$ cat src/rtl/wb_pdm_rx_channel.sv
// rtl/wb_pdm_rx_channel.sv - PDM microphone receiver with Wishbone read port
// Optional overrun detection compiled in with PDM_RX_OVERRUN_EN.
module wb_pdm_rx_channel #(
    parameter int BIT_RESOLUTION = 8,
    parameter int CLK_DIV        = 4
) (
    input  logic                      wb_clk_i,
    input  logic                      wb_rst_ni,
    input  logic                      wb_stb_i,
    output logic                      wb_ack_o,
    output logic [BIT_RESOLUTION-1:0] wb_dat_o,
    output logic                      pdm_clk_o,
    input  logic                      pdm_dat_i,
    output logic                      pdm_valid_o,
    output logic                      pdm_overrun_o
);

    localparam int DIV_W = (CLK_DIV > 2) ? $clog2(CLK_DIV) : 1;
    localparam logic [DIV_W-1:0]          DIV_LAST   = DIV_W'(CLK_DIV - 1);
    localparam logic [DIV_W-1:0]          DIV_HALF   = DIV_W'(CLK_DIV / 2);
    localparam logic [BIT_RESOLUTION-1:0] BIT_LAST   = '1;
    localparam logic [BIT_RESOLUTION:0]   SAMPLE_MAX = {1'b0, {BIT_RESOLUTION{1'b1}}};

    logic [DIV_W-1:0]          div_cnt_q, div_cnt_d;
    logic [BIT_RESOLUTION-1:0] bit_cnt_q, bit_cnt_d;
    logic [BIT_RESOLUTION:0]   ones_cnt_q, ones_cnt_d;
    logic [BIT_RESOLUTION-1:0] sample_q, sample_d;
    logic [BIT_RESOLUTION-1:0] dat_q, dat_d;
    logic                      ack_q, ack_d;
    logic                      pdm_clk_q, pdm_clk_d;
    logic                      valid_q, valid_d;
    logic                      sample_evt;
    logic                      window_done;
    logic [BIT_RESOLUTION:0]   ones_sum;

    always_comb begin
        div_cnt_d   = (div_cnt_q == DIV_LAST) ? '0 : div_cnt_q + DIV_W'(1);
        pdm_clk_d   = (div_cnt_d >= DIV_HALF);
        sample_evt  = (div_cnt_q == DIV_LAST);
        window_done = sample_evt && (bit_cnt_q == BIT_LAST);
        ones_sum    = ones_cnt_q + {{BIT_RESOLUTION{1'b0}}, pdm_dat_i};

        bit_cnt_d  = bit_cnt_q;
        ones_cnt_d = ones_cnt_q;
        sample_d   = sample_q;
        if (sample_evt) begin
            bit_cnt_d = bit_cnt_q + BIT_RESOLUTION'(1);
            if (window_done) begin
                // A full window of ones counts 2^N, which does not fit the sample width.
                sample_d   = (ones_sum > SAMPLE_MAX) ? SAMPLE_MAX[BIT_RESOLUTION-1:0]
                                                     : ones_sum[BIT_RESOLUTION-1:0];
                ones_cnt_d = '0;
            end else begin
                ones_cnt_d = ones_sum;
            end
        end

        ack_d = wb_stb_i;
        dat_d = wb_stb_i ? sample_q : dat_q;

        // A completing window wins over a read in the same cycle.
        valid_d = valid_q;
        if (window_done) begin
            valid_d = 1'b1;
        end else if (wb_stb_i) begin
            valid_d = 1'b0;
        end
    end

    always_ff @(posedge wb_clk_i or negedge wb_rst_ni) begin
        if (!wb_rst_ni) begin
            div_cnt_q  <= '0;
            bit_cnt_q  <= '0;
            ones_cnt_q <= '0;
            sample_q   <= '0;
            dat_q      <= '0;
            ack_q      <= 1'b0;
            pdm_clk_q  <= 1'b0;
            valid_q    <= 1'b0;
        end else begin
            div_cnt_q  <= div_cnt_d;
            bit_cnt_q  <= bit_cnt_d;
            ones_cnt_q <= ones_cnt_d;
            sample_q   <= sample_d;
            dat_q      <= dat_d;
            ack_q      <= ack_d;
            pdm_clk_q  <= pdm_clk_d;
            valid_q    <= valid_d;
        end
    end

`ifdef PDM_RX_OVERRUN_EN
    logic overrun_q, overrun_d;

    always_comb begin
        overrun_d = overrun_q;
        if (window_done && valid_q && !wb_stb_i) begin
            overrun_d = 1'b1;
        end else if (wb_stb_i) begin
            overrun_d = 1'b0;
        end
    end

    always_ff @(posedge wb_clk_i or negedge wb_rst_ni) begin
        if (!wb_rst_ni) begin
            overrun_q <= 1'b0;
        end else begin
            overrun_q <= overrun_d;
        end
    end

    assign pdm_overrun_o = overrun_q;
`else
    assign pdm_overrun_o = 1'b0;
`endif

    assign wb_ack_o    = ack_q;
    assign wb_dat_o    = dat_q;
    assign pdm_clk_o   = pdm_clk_q;
    assign pdm_valid_o = valid_q;

endmodule

$ cat config.mk
export PLATFORM = sky130hd
export DESIGN_NAME = wb_pdm_rx_channel
export DESIGN_NICKNAME = d
export VERILOG_FILES = /design/src/rtl/wb_pdm_rx_channel.sv
export SDC_FILE = /design/constraint.sdc
export NUM_CORES = 1
export LEC_CHECK = 0
export ABC_AREA = 1
export CAP_MARGIN = 20
export CORE_MARGIN = 8
export CORE_UTILIZATION = 59
export DETAILED_ROUTE_END_ITERATION = 8
export GPL_TIMING_DRIVEN = 0
export PLACE_DENSITY = 0.78
export SYNTH_ARGS = -nofsm -noshare
export SYNTH_HDL_FRONTEND = slang
export SYNTH_SLANG_ARGS = --single-unit
$ cat constraint.sdc
create_clock -name wb_clk_i -period 3.66 [get_ports wb_clk_i]
set_input_delay 0.366 -clock wb_clk_i [delete_from_list [all_inputs] [get_ports wb_clk_i]]
set_output_delay 0.366 -clock wb_clk_i [all_outputs]
set_load 0.05 [all_outputs]
==> impl_metrics.ini <==
[run_status]
status = complete, no violations

[drt]
vias = 1198
drc = 0
dr.pass1.iters = 4
avgRoutedWirePerCell_um = 13.8
ant_nets = 0
vias_per_cell = 5.23
drt_iter0_markers = 76
routed_wl_um = 3160

[clocking]
clk_path_buf_depth = 2
cts_htree_levels = 2
cts_resized = 0
cts_hold_buf = 0
cts_buffers = 5
clock_latency_ns = 0.35
clock_sinks = 37
tritoncts = done
cts_setup_buffers = 0
path_clk_slew_ns = 0.12
cts_root_buf = clkbuf_4

[sta]
hold_viol = 0
drv_slew = 0
period_needed_ns = 1.92
period_share_pct = 52.5
tns_ns = 0
worstMarginPinSlew_ns = 0.798
relSlewSlack_pct = 46.8
fin_worst_skew_ns = 0.0108
setup_viol = 0
max_freq_mhz = 521
grt_setup_unrepaired = false

[setup_path]
slowest_delay_ns = 0.82
critPathKind = flop to output port
crit_buf_inv = 1
critPathArrivalTime_ns = 1.55
worstSetupStartpointType = flop
cp_top_family = buffers and inverters
crit_slowest_cell = clkdlybuf4s50_1
cp-end-kind = output port
cp_max_fo = 2
crit_path_cell_trace = clkdlybuf4s50_1
critical_path_required_ns = 3.29

[place]
gp_congestion = 0.839
hpwlAfterDp_um = 2340
io_buffers = 14

[finish]
diodes = 0
finalNetCount = 205
syn_to_final_growth_pct = 15.5
utilization_pct = 71.5
final_common_cell = nand2_1
drive_gt1_share_pct = 17.2
mostFrequentLayoutCells = nand2_1, dfrtp_1, clkdlybuf4s50_1, inv_1
regArea_um2 = 926
fill_cells = 202
multi_input_area_um2 = 687

[synthesis]
synthArstFlopShare_pct = 100
synth_area_um2 = 1690
synth_ff_type = dfrtp_1
ys_warn_count = 0
synth_edf_count = 0
ys_types = 27
netlist_instances = 176
synth.avg_cell_area_um2 = 9.62
synth_nets = 184
ys_seq_elements = 37
yosysSeqAreaShare_pct = 54.7

[floorplanning]
boundaryPins = 16
die_w_um = 69.6
start_util_pct = 61.9
core.rowCount = 19
die_area_um2 = 4840
die_h_um = 69.6
core_um2 = 2730

[flow_run]
drv_cap = 0

[global_route]
grt_first_pass_wirelength_um = 5710
grt_pass1_vias = 1397
grt_antenna_before_repair = 0
grt_max_degree = 38
track_usage_pct = 14.4
grt-ovfl-total = 0

[power_and_ir_drop]
peakVddDrop_v = 0.000381
p_leak_uw = 0.000916
p_per_area_nw_per_um2 = 512

[min_path]
worst_hold_path_type = primary input to asynchronous set/reset pin
-- through the flow --
| step | total power [µW] | instance area [µm²] | setup slack, ns | std cells | hold WS (ns) |
|---|---|---|---|---|---|
| after global routing | 1060 | 1960 | 1.67 | 229 | 0.167 |
| final | 1000 | 1960 | 1.74 | 229 | 0.0886 |
| after global placement | 688 | 1870 | 1.47 | 221 | 0.415 |
| after floorplan | 646 | 1690 | 2.13 | 176 | 0.0704 |
| after detailed placement | 706 | 1870 | 1.63 | 221 | 0.424 |
| after CTS | 1010 | 1960 | 1.70 | 229 | 0.108 |
-- cell usage after synthesis (2+ instances only) --
| master | number | area [µm²] |
|---|---|---|
| nand2_1 | 60 | 225 |
| dfrtp_1 | 37 | 926 |
| inv_1 | 11 | 41.3 |
| mux2_2 | 7 | 78.8 |
| nand3_1 | 7 | 35.0 |
| nor2_1 | 7 | 26.3 |
| o21ai_0 | 7 | 35.0 |
| xor2_1 | 7 | 61.3 |
| ha_1 | 4 | 50.1 |
| nand2_2 | 4 | 25.0 |
| nor2_2 | 4 | 25.0 |
| buf_4 | 2 | 15.0 |
| inv_2 | 2 | 7.51 |
| o21bai_1 | 2 | 15.0 |
| o22ai_1 | 2 | 12.5 |
| xnor2_1 | 2 | 17.5 |
-- cell families after synthesis --
kind of cell | count (synthesis) | share of synthesized area [%]
buf+inv | 17 | 4.73
compound gates | 14 | 4.73
simple gates | 87 | 23.4
xor+xnor | 9 | 4.66
fa+ha+maj | 4 | 2.96
flops | 37 | 54.7
other cells | 1 | 0.222
mux | 7 | 4.66
-- layout make-up --
class	instances	area share, %
plain buffers	4	1.60
flip-flops and latches	37	47.3
clock inverters	2	1.92
clock buffers	6	2.62
inverters	13	2.50
multi-input cells	122	35.1
well taps	31	1.98
repair buffers	14	6.91
-- per-layer routing --
layer	vias to the layer above	routed length (µm)	global-route usage [%]
met2	27	1620	25.3
li1	596	-	-
met3	13	125	4.15
met4	0	109	9.79
met1	562	1300	14.4
met5	-	0	0
-- worst paths after layout --
kind | start | end | slack, ns | cells past startpoint
worst min-delay path | wb_rst_ni | ones_cnt_q[6]$_DFFE_PN0P_ | 0.09 | 1
min in group wb_clk_i | div_cnt_q[0]$_DFF_PN0_ | div_cnt_q[0]$_DFF_PN0_ | 0.44 | 1
worst max register to register | ones_cnt_q[0]$_DFFE_PN0P_ | sample_q[1]$_DFFE_PN0P_ | 2.12 | 10
max in group asynchronous | wb_rst_ni | bit_cnt_q[6]$_DFFE_PN0P_ | 3.06 | 1
worst max-delay path | wb_dat_o[3]$_DFFE_PN0P_ | wb_dat_o[3] | 1.74 | 1
worst min register to register | div_cnt_q[0]$_DFF_PN0_ | div_cnt_q[0]$_DFF_PN0_ | 0.44 | 1
-- registers in the layout, summed over array words and instances (netlist names) --
signal,flops
wb_dat_o,8
div_cnt_q,2
pdm_valid_o,1
sample_q,8
ones_cnt_q,9
wb_ack_o,1
bit_cnt_q,8
-- worst reg2reg max path: cells and delay by family, from the launching register on --
kind	cells	cell delay [ns]
simple gates	8	0.61
flops	1	0.40
fa+ha+maj	2	0.44
-- where the power goes --
group / total, µW / internal [µW] / leakage (µW) / switching [µW]
logic: 202 / 75.2 / 0.000468 / 127
clock network: 302 / 162 / 0.0000445 / 140
registers: 498 / 450 / 0.000404 / 47.7
total: 1000 / 687 / 0.000916 / 314
Note: power is estimated with default switching activity, not from simulation.
